### src/rtl/systolic_pkg.sv
// Shared types and default sizing for the systolic MAC array and its job sequencer.
package systolic_pkg;

   localparam int unsigned width_lp          = 8;
   localparam int unsigned array_width_lp    = 2;
   localparam int unsigned array_height_lp   = 2;
   localparam int unsigned compute_cycles_lp = 4;

   typedef enum logic [2:0] {
      IDLE,
      LOAD,
      COMPUTE,
      DRAIN,
      DONE
   } state_e;

   // Bits needed to hold every value from 0 up to and including max_val.
   function automatic int unsigned cnt_width(input int unsigned max_val);
      return $clog2(max_val + 1);
   endfunction

endpackage

### src/rtl/systolic_sequencer_seq_counter.sv
// Up-counter with synchronous clear, increment enable and a compare against a fixed terminal value.
module seq_counter #(
   parameter int unsigned width_p    = 4,
   parameter int unsigned terminal_p = 0
) (
   input  logic clk_i,
   input  logic reset_n_i,
   input  logic clear_i,
   input  logic incr_i,
   output logic last_o
);

   localparam logic [width_p-1:0] terminal_lp = width_p'(terminal_p);

   logic [width_p-1:0] count_q;

   always_ff @(posedge clk_i) begin
      // NOTE: registers take non-blocking assignments so every flop samples pre-edge values.
      if (!reset_n_i)   count_q <= '0;
      else if (clear_i) count_q <= '0;
      else if (incr_i)  count_q <= count_q + width_p'(1);
   end

   assign last_o = (count_q == terminal_lp);

endmodule

### src/rtl/systolic_sequencer.sv
// Job controller for the systolic MAC array: load operands, compute, drain results, signal done.
// Optional SYSTOLIC_SEQ_FLUSH_EN pulses array_flush_o in DONE and in the first cycle after reset.
module systolic_sequencer
   import systolic_pkg::*;
#(
   parameter int unsigned width_p          = width_lp,
   parameter int unsigned array_width_p    = array_width_lp,
   parameter int unsigned array_height_p   = array_height_lp,
   parameter int unsigned compute_cycles_p = compute_cycles_lp
) (
   input  logic               clk_i,
   input  logic               reset_n_i,
   input  logic               start_i,
   input  logic               valid_i,
   input  logic [width_p-1:0] data_i,
   output logic               ready_o,
   output logic               array_en_o,
   output logic               array_flush_o,
   output logic               array_valid_o,
   output logic [width_p-1:0] array_data_o,
   input  logic               array_ready_i,
   input  logic               array_valid_i,
   input  logic [width_p-1:0] array_data_i,
   output logic               array_yumi_o,
   output logic               fifo_valid_o,
   output logic [width_p-1:0] fifo_data_o,
   input  logic               fifo_ready_i,
   output logic               busy_o,
   output logic               done_o
);

   localparam int unsigned num_macs_lp = array_width_p * array_height_p;
   localparam int unsigned num_ops_lp  = 2 * num_macs_lp;

   state_e state_q;
   logic   clear_cnt;
   logic   op_fire;
   logic   op_last;
   logic   cycle_fire;
   logic   cycle_last;
   logic   res_last;

   always_comb begin
      // NOTE: every output gets a default before the case so no path can infer a latch.
      array_en_o    = 1'b0;
      ready_o       = 1'b0;
      array_valid_o = 1'b0;
      fifo_valid_o  = 1'b0;
      array_yumi_o  = 1'b0;
      case (state_q)
         LOAD: begin
            array_en_o    = 1'b1;
            ready_o       = array_ready_i;
            array_valid_o = valid_i;
         end
         COMPUTE: array_en_o = 1'b1;
         DRAIN: begin
            array_en_o   = 1'b1;
            fifo_valid_o = array_valid_i;
            array_yumi_o = array_valid_i & fifo_ready_i;
         end
         default: ;
      endcase
   end

   assign array_data_o = data_i;
   assign fifo_data_o  = array_data_i;
   assign busy_o       = (state_q != IDLE);
   assign done_o       = (state_q == DONE);

   // Counters sit at zero throughout IDLE, so a job always starts from a clean count.
   assign clear_cnt  = (state_q == IDLE);
   assign op_fire    = valid_i & ready_o;
   assign cycle_fire = (state_q == COMPUTE);

   seq_counter #(.width_p(cnt_width(num_ops_lp)), .terminal_p(num_ops_lp - 1)) op_cnt (
      .clk_i(clk_i), .reset_n_i(reset_n_i), .clear_i(clear_cnt), .incr_i(op_fire), .last_o(op_last)
   );

   seq_counter #(.width_p(cnt_width(compute_cycles_p)), .terminal_p(compute_cycles_p - 1)) cycle_cnt (
      .clk_i(clk_i), .reset_n_i(reset_n_i), .clear_i(clear_cnt), .incr_i(cycle_fire), .last_o(cycle_last)
   );

   seq_counter #(.width_p(cnt_width(num_macs_lp)), .terminal_p(num_macs_lp - 1)) res_cnt (
      .clk_i(clk_i), .reset_n_i(reset_n_i), .clear_i(clear_cnt), .incr_i(array_yumi_o), .last_o(res_last)
   );

   always_ff @(posedge clk_i) begin
      if (!reset_n_i) begin
         state_q <= IDLE;
      end else begin
         case (state_q)
            IDLE:    if (start_i) state_q <= LOAD;
            LOAD:    if (op_fire && op_last) state_q <= COMPUTE;
            COMPUTE: if (cycle_last) state_q <= DRAIN;
            DRAIN:   if (array_yumi_o && res_last) state_q <= DONE;
            DONE:    state_q <= IDLE;
            default: state_q <= IDLE;
         endcase
      end
   end

`ifdef SYSTOLIC_SEQ_FLUSH_EN
   logic post_reset_q;

   always_ff @(posedge clk_i) begin
      post_reset_q <= !reset_n_i;
   end

   assign array_flush_o = (state_q == DONE) | post_reset_q;
`else
   assign array_flush_o = 1'b0;
`endif

endmodule

### config.mk
export PLATFORM = sky130hd
export DESIGN_NAME = systolic_sequencer
export DESIGN_NICKNAME = d
export VERILOG_FILES = /design/src/rtl/systolic_pkg.sv /design/src/rtl/systolic_sequencer_seq_counter.sv /design/src/rtl/systolic_sequencer.sv
export SDC_FILE = /design/constraint.sdc
export NUM_CORES = 1
export LEC_CHECK = 0
export BUFFER_PORTS_ARGS = -buffer_cell sky130_fd_sc_hd__buf_2
export CAP_MARGIN = 20
export CORE_MARGIN = 2
export CORE_UTILIZATION = 46
export DETAILED_ROUTE_END_ITERATION = 8
export MAX_ROUTING_LAYER = met4
export PLACE_DENSITY = 0.83
export RECOVER_POWER = 25
export SKIP_CTS_REPAIR_TIMING = 1
export SYNTH_ARGS = -nofsm -noshare
export SYNTH_HDL_FRONTEND = slang
export SYNTH_SLANG_ARGS = --single-unit
### constraint.sdc
create_clock -name clk_i -period 4 [get_ports clk_i]
set_input_delay 1 -clock clk_i [delete_from_list [all_inputs] [get_ports clk_i]]
set_output_delay 1 -clock clk_i [all_outputs]
set_load 0.005 [all_outputs]
==> flow_metrics.env <==
export IMPL_status="completed"
export IMPL_power_density_mw_per_mm2=323
export IMPL_tns_ps=0
export IMPL_synth_top_area_share_pct=31.8
export IMPL_multiInputGateArea_sq_um=404
export IMPL_die_h_um=46.2
export IMPL_worstPathArrival_ps=1620
export IMPL_hp_class="reg2reg"
export IMPL_synth_top_family_by_area="simple AND/OR/NAND/NOR gates"
export IMPL_met3_usage_pct=2.75
export IMPL_gr_total_overflow=0
export IMPL_final_cell_mix="nor2_1, dfxtp_1, buf_2"
export IMPL_finalNetCount=126
export IMPL_drt_iter0_markers=4
export IMPL_cap_violations=0
export IMPL_synth_cell_type_count=30
export IMPL_num_fill_cells=174
export IMPL_vias_per_cell=5.09
export IMPL_io_pins=47
export IMPL_fmax_ghz=0.381
export IMPL_yosys_area_share_simple_pct=26.6
export IMPL_drc_errors=0
export IMPL_dpl_cell_count=118
export IMPL_slew_viol_final=0
export IMPL_num_rows=15
export IMPL_avgSynthCellArea_sq_um=8.28
export IMPL_dp_hpwl_um=1110
export IMPL_whs_path_depth=2
export IMPL_cts_root_buffer="clkbuf_4"
export IMPL_regToRegSetupSlack_ps=2610
export IMPL_antenna_cells=0
export IMPL_cts_tree="done"
export IMPL_postSynthCellCount=99
export IMPL_path_class="in2out"
export IMPL_gp_congestion=0.883
export IMPL_numClockSinks=13
export IMPL_grt_pass1_wl_um=2280
export IMPL_use_met1_pct=15.5
export IMPL_total_power_uw=257
export IMPL_synth_area_mux_share_pct=1.22
export IMPL_portBuffers=13
export IMPL_final_hold_violation_count=0
export IMPL_synthXorXnorAreaFrac_pct=5.34
export IMPL_yosys_warnings=0
export IMPL_hold_start="cycle_cnt.count_q[1]"
export IMPL_layout_cells_non_filler=122
export IMPL_worstPathRequired_ps=3000
export IMPL_setup_ws_ps=1380
export IMPL_critPathLaunchType="input pin"
export IMPL_grt_max_degree=13
export IMPL_clkTransAtPathRegs_ps=80
export IMPL_yosysSeqAreaShare_pct=31.8
export IMPL_clk_latency_ps=270
export IMPL_num_vias=621
export IMPL_cp_max_fo=6
export IMPL_final_common_cell="nor2_1"
export IMPL_die_area_sq_mm=0.00214
export IMPL_finalWirelength_um=1450
export IMPL_die_w_um=46.2
export IMPL_rr_worst_depth=4
export IMPL_busiest_layer="met2"
export IMPL_place_ws_ps=1410
export IMPL_syn_to_final_growth_pct=-3.05
export IMPL_start_util_pct=48.0
export IMPL_ys_ff_latch=13
export IMPL_first_pass_iters=6
export IMPL_grt_pass1_vias=576
export IMPL_grt_util_all_layers_pct=15.3
export IMPL_leakage_uw=0.000326
export IMPL_syn_nets=127
export IMPL_yosysTopAreaCell="dfxtp_1"
export IMPL_peakVddDrop_uv=116
export IMPL_met2_usage_pct=27.5
export IMPL_finalCritPeriodShare_pct=65.6
export IMPL_setup_viol_count_final=0
export IMPL_htree_levels=1
export IMPL_cts_inserted_buffers=3
export IMPL_drive_gt1_share_pct=15.5
export IMPL_cts_path_max_buffers=2
export IMPL_register_area_sq_um=260
export IMPL_crit_path_end_kind="output port"
export IMPL_synth_area_top_cells="dfxtp_1, buf_4, ha_1"
export IMPL_timing_final_crit_period_ps=2620
export IMPL_antenna_found_initial=0
export IMPL_post_drt_wl_per_cell_um=11.9
export IMPL_syn_area_sq_um=820
export IMPL_core_sq_mm=0.00171
export IMPL_synth_fa_ha_area_share_pct=7.63
export IMPL_timing_rr_start="cycle_cnt.count_q[0]"
export IMPL_rsz0062_at_grt="false"
export IMPL_antenna_left=0
export IMPL_synth_compound_area_share_pct=8.09
export IMPL_clock_skew_ps=1.64
export IMPL_r2r_end="cycle_cnt.count_q[2]"
export IMPL_whs_endpoint="cycle_cnt.count_q[1]"
## worst max path at each step
stage                               to           from  slack, ps
after floorplan           array_yumi_o  array_valid_i       1700
after global placement    array_yumi_o  array_valid_i       1440
after detailed placement  array_yumi_o  array_valid_i       1410
after CTS                 array_yumi_o  array_valid_i       1410
after global routing      array_yumi_o  array_valid_i       1330
final                     array_yumi_o  array_valid_i       1380
## cell usage after synthesis
library cell,number
and3_1,3
dfxtp_1,13
ha_1,5
a21boi_1,1
or3_1,1
buf_6,1
mux2i_1,1
and4_1,1
nor2b_4,1
conb_1,1
nand3b_1,2
nand2b_1,3
buf_4,17
nor2_1,14
and2_1,2
a21boi_0,1
nand4_1,1
o21ai_0,3
a211oi_2,1
a21oi_1,2
buf_2,1
nand2_1,8
o22ai_1,1
nand3_1,2
and3b_1,1
inv_1,3
or2_1,1
o31ai_1,1
nor3_1,2
xnor2_1,5
## power breakdown
| group | internal, uW | switching (uW) |
|---|---|---|
| sequential | 133 | 5.24 |
| clock | 38.6 | 42.5 |
| combinational | 17.1 | 21.0 |
| total | 188 | 68.7 |
## critical path, stage by stage
cell and delay (ps):
clkbuf_1 110, and4_1 350, buf_2 170
## per-stage QoR
stage	instance area, sq um	hold WS, ps	util, %
detailed placement	772	468	45.2
global route	795	505	46.5
CTS	798	479	46.7
finish	795	487	46.5
global placement	772	437	45.2
floorplan	820	431	-
## final cells by class
type                       instances  share of cell area [%]
clock buffer                       4                    3.31
inverter                           3                    1.42
multi-input combinational         64                    50.9
sequential                        13                    32.8
tap                               25                    3.94
timing repair buffer              13                    7.72
## registers in the layout, summed over array words and instances, names as in the netlist
register           count
cycle_cnt.count_q      3
op_cnt.count_q         4
res_cnt.count_q        3
state_q                3
## metal layers
metal	vias up	share of wire (%)
met5	-	0
met4	0	0.41
met3	2	4.7
met2	17	54
met1	295	41
li1	307	-
## logic make-up after synthesis
| group | after synthesis |
|---|---|
| AO/OA/AOI/OAI | 10 |
| AND/OR/NAND/NOR | 42 |
| buffers and inverters | 22 |
| flip-flops | 13 |
| multiplexers | 1 |
| other | 1 |
| adder cells (fa/ha/maj) | 5 |
| XOR/XNOR | 5 |
Note: power is estimated with default switching activity, not from simulation.
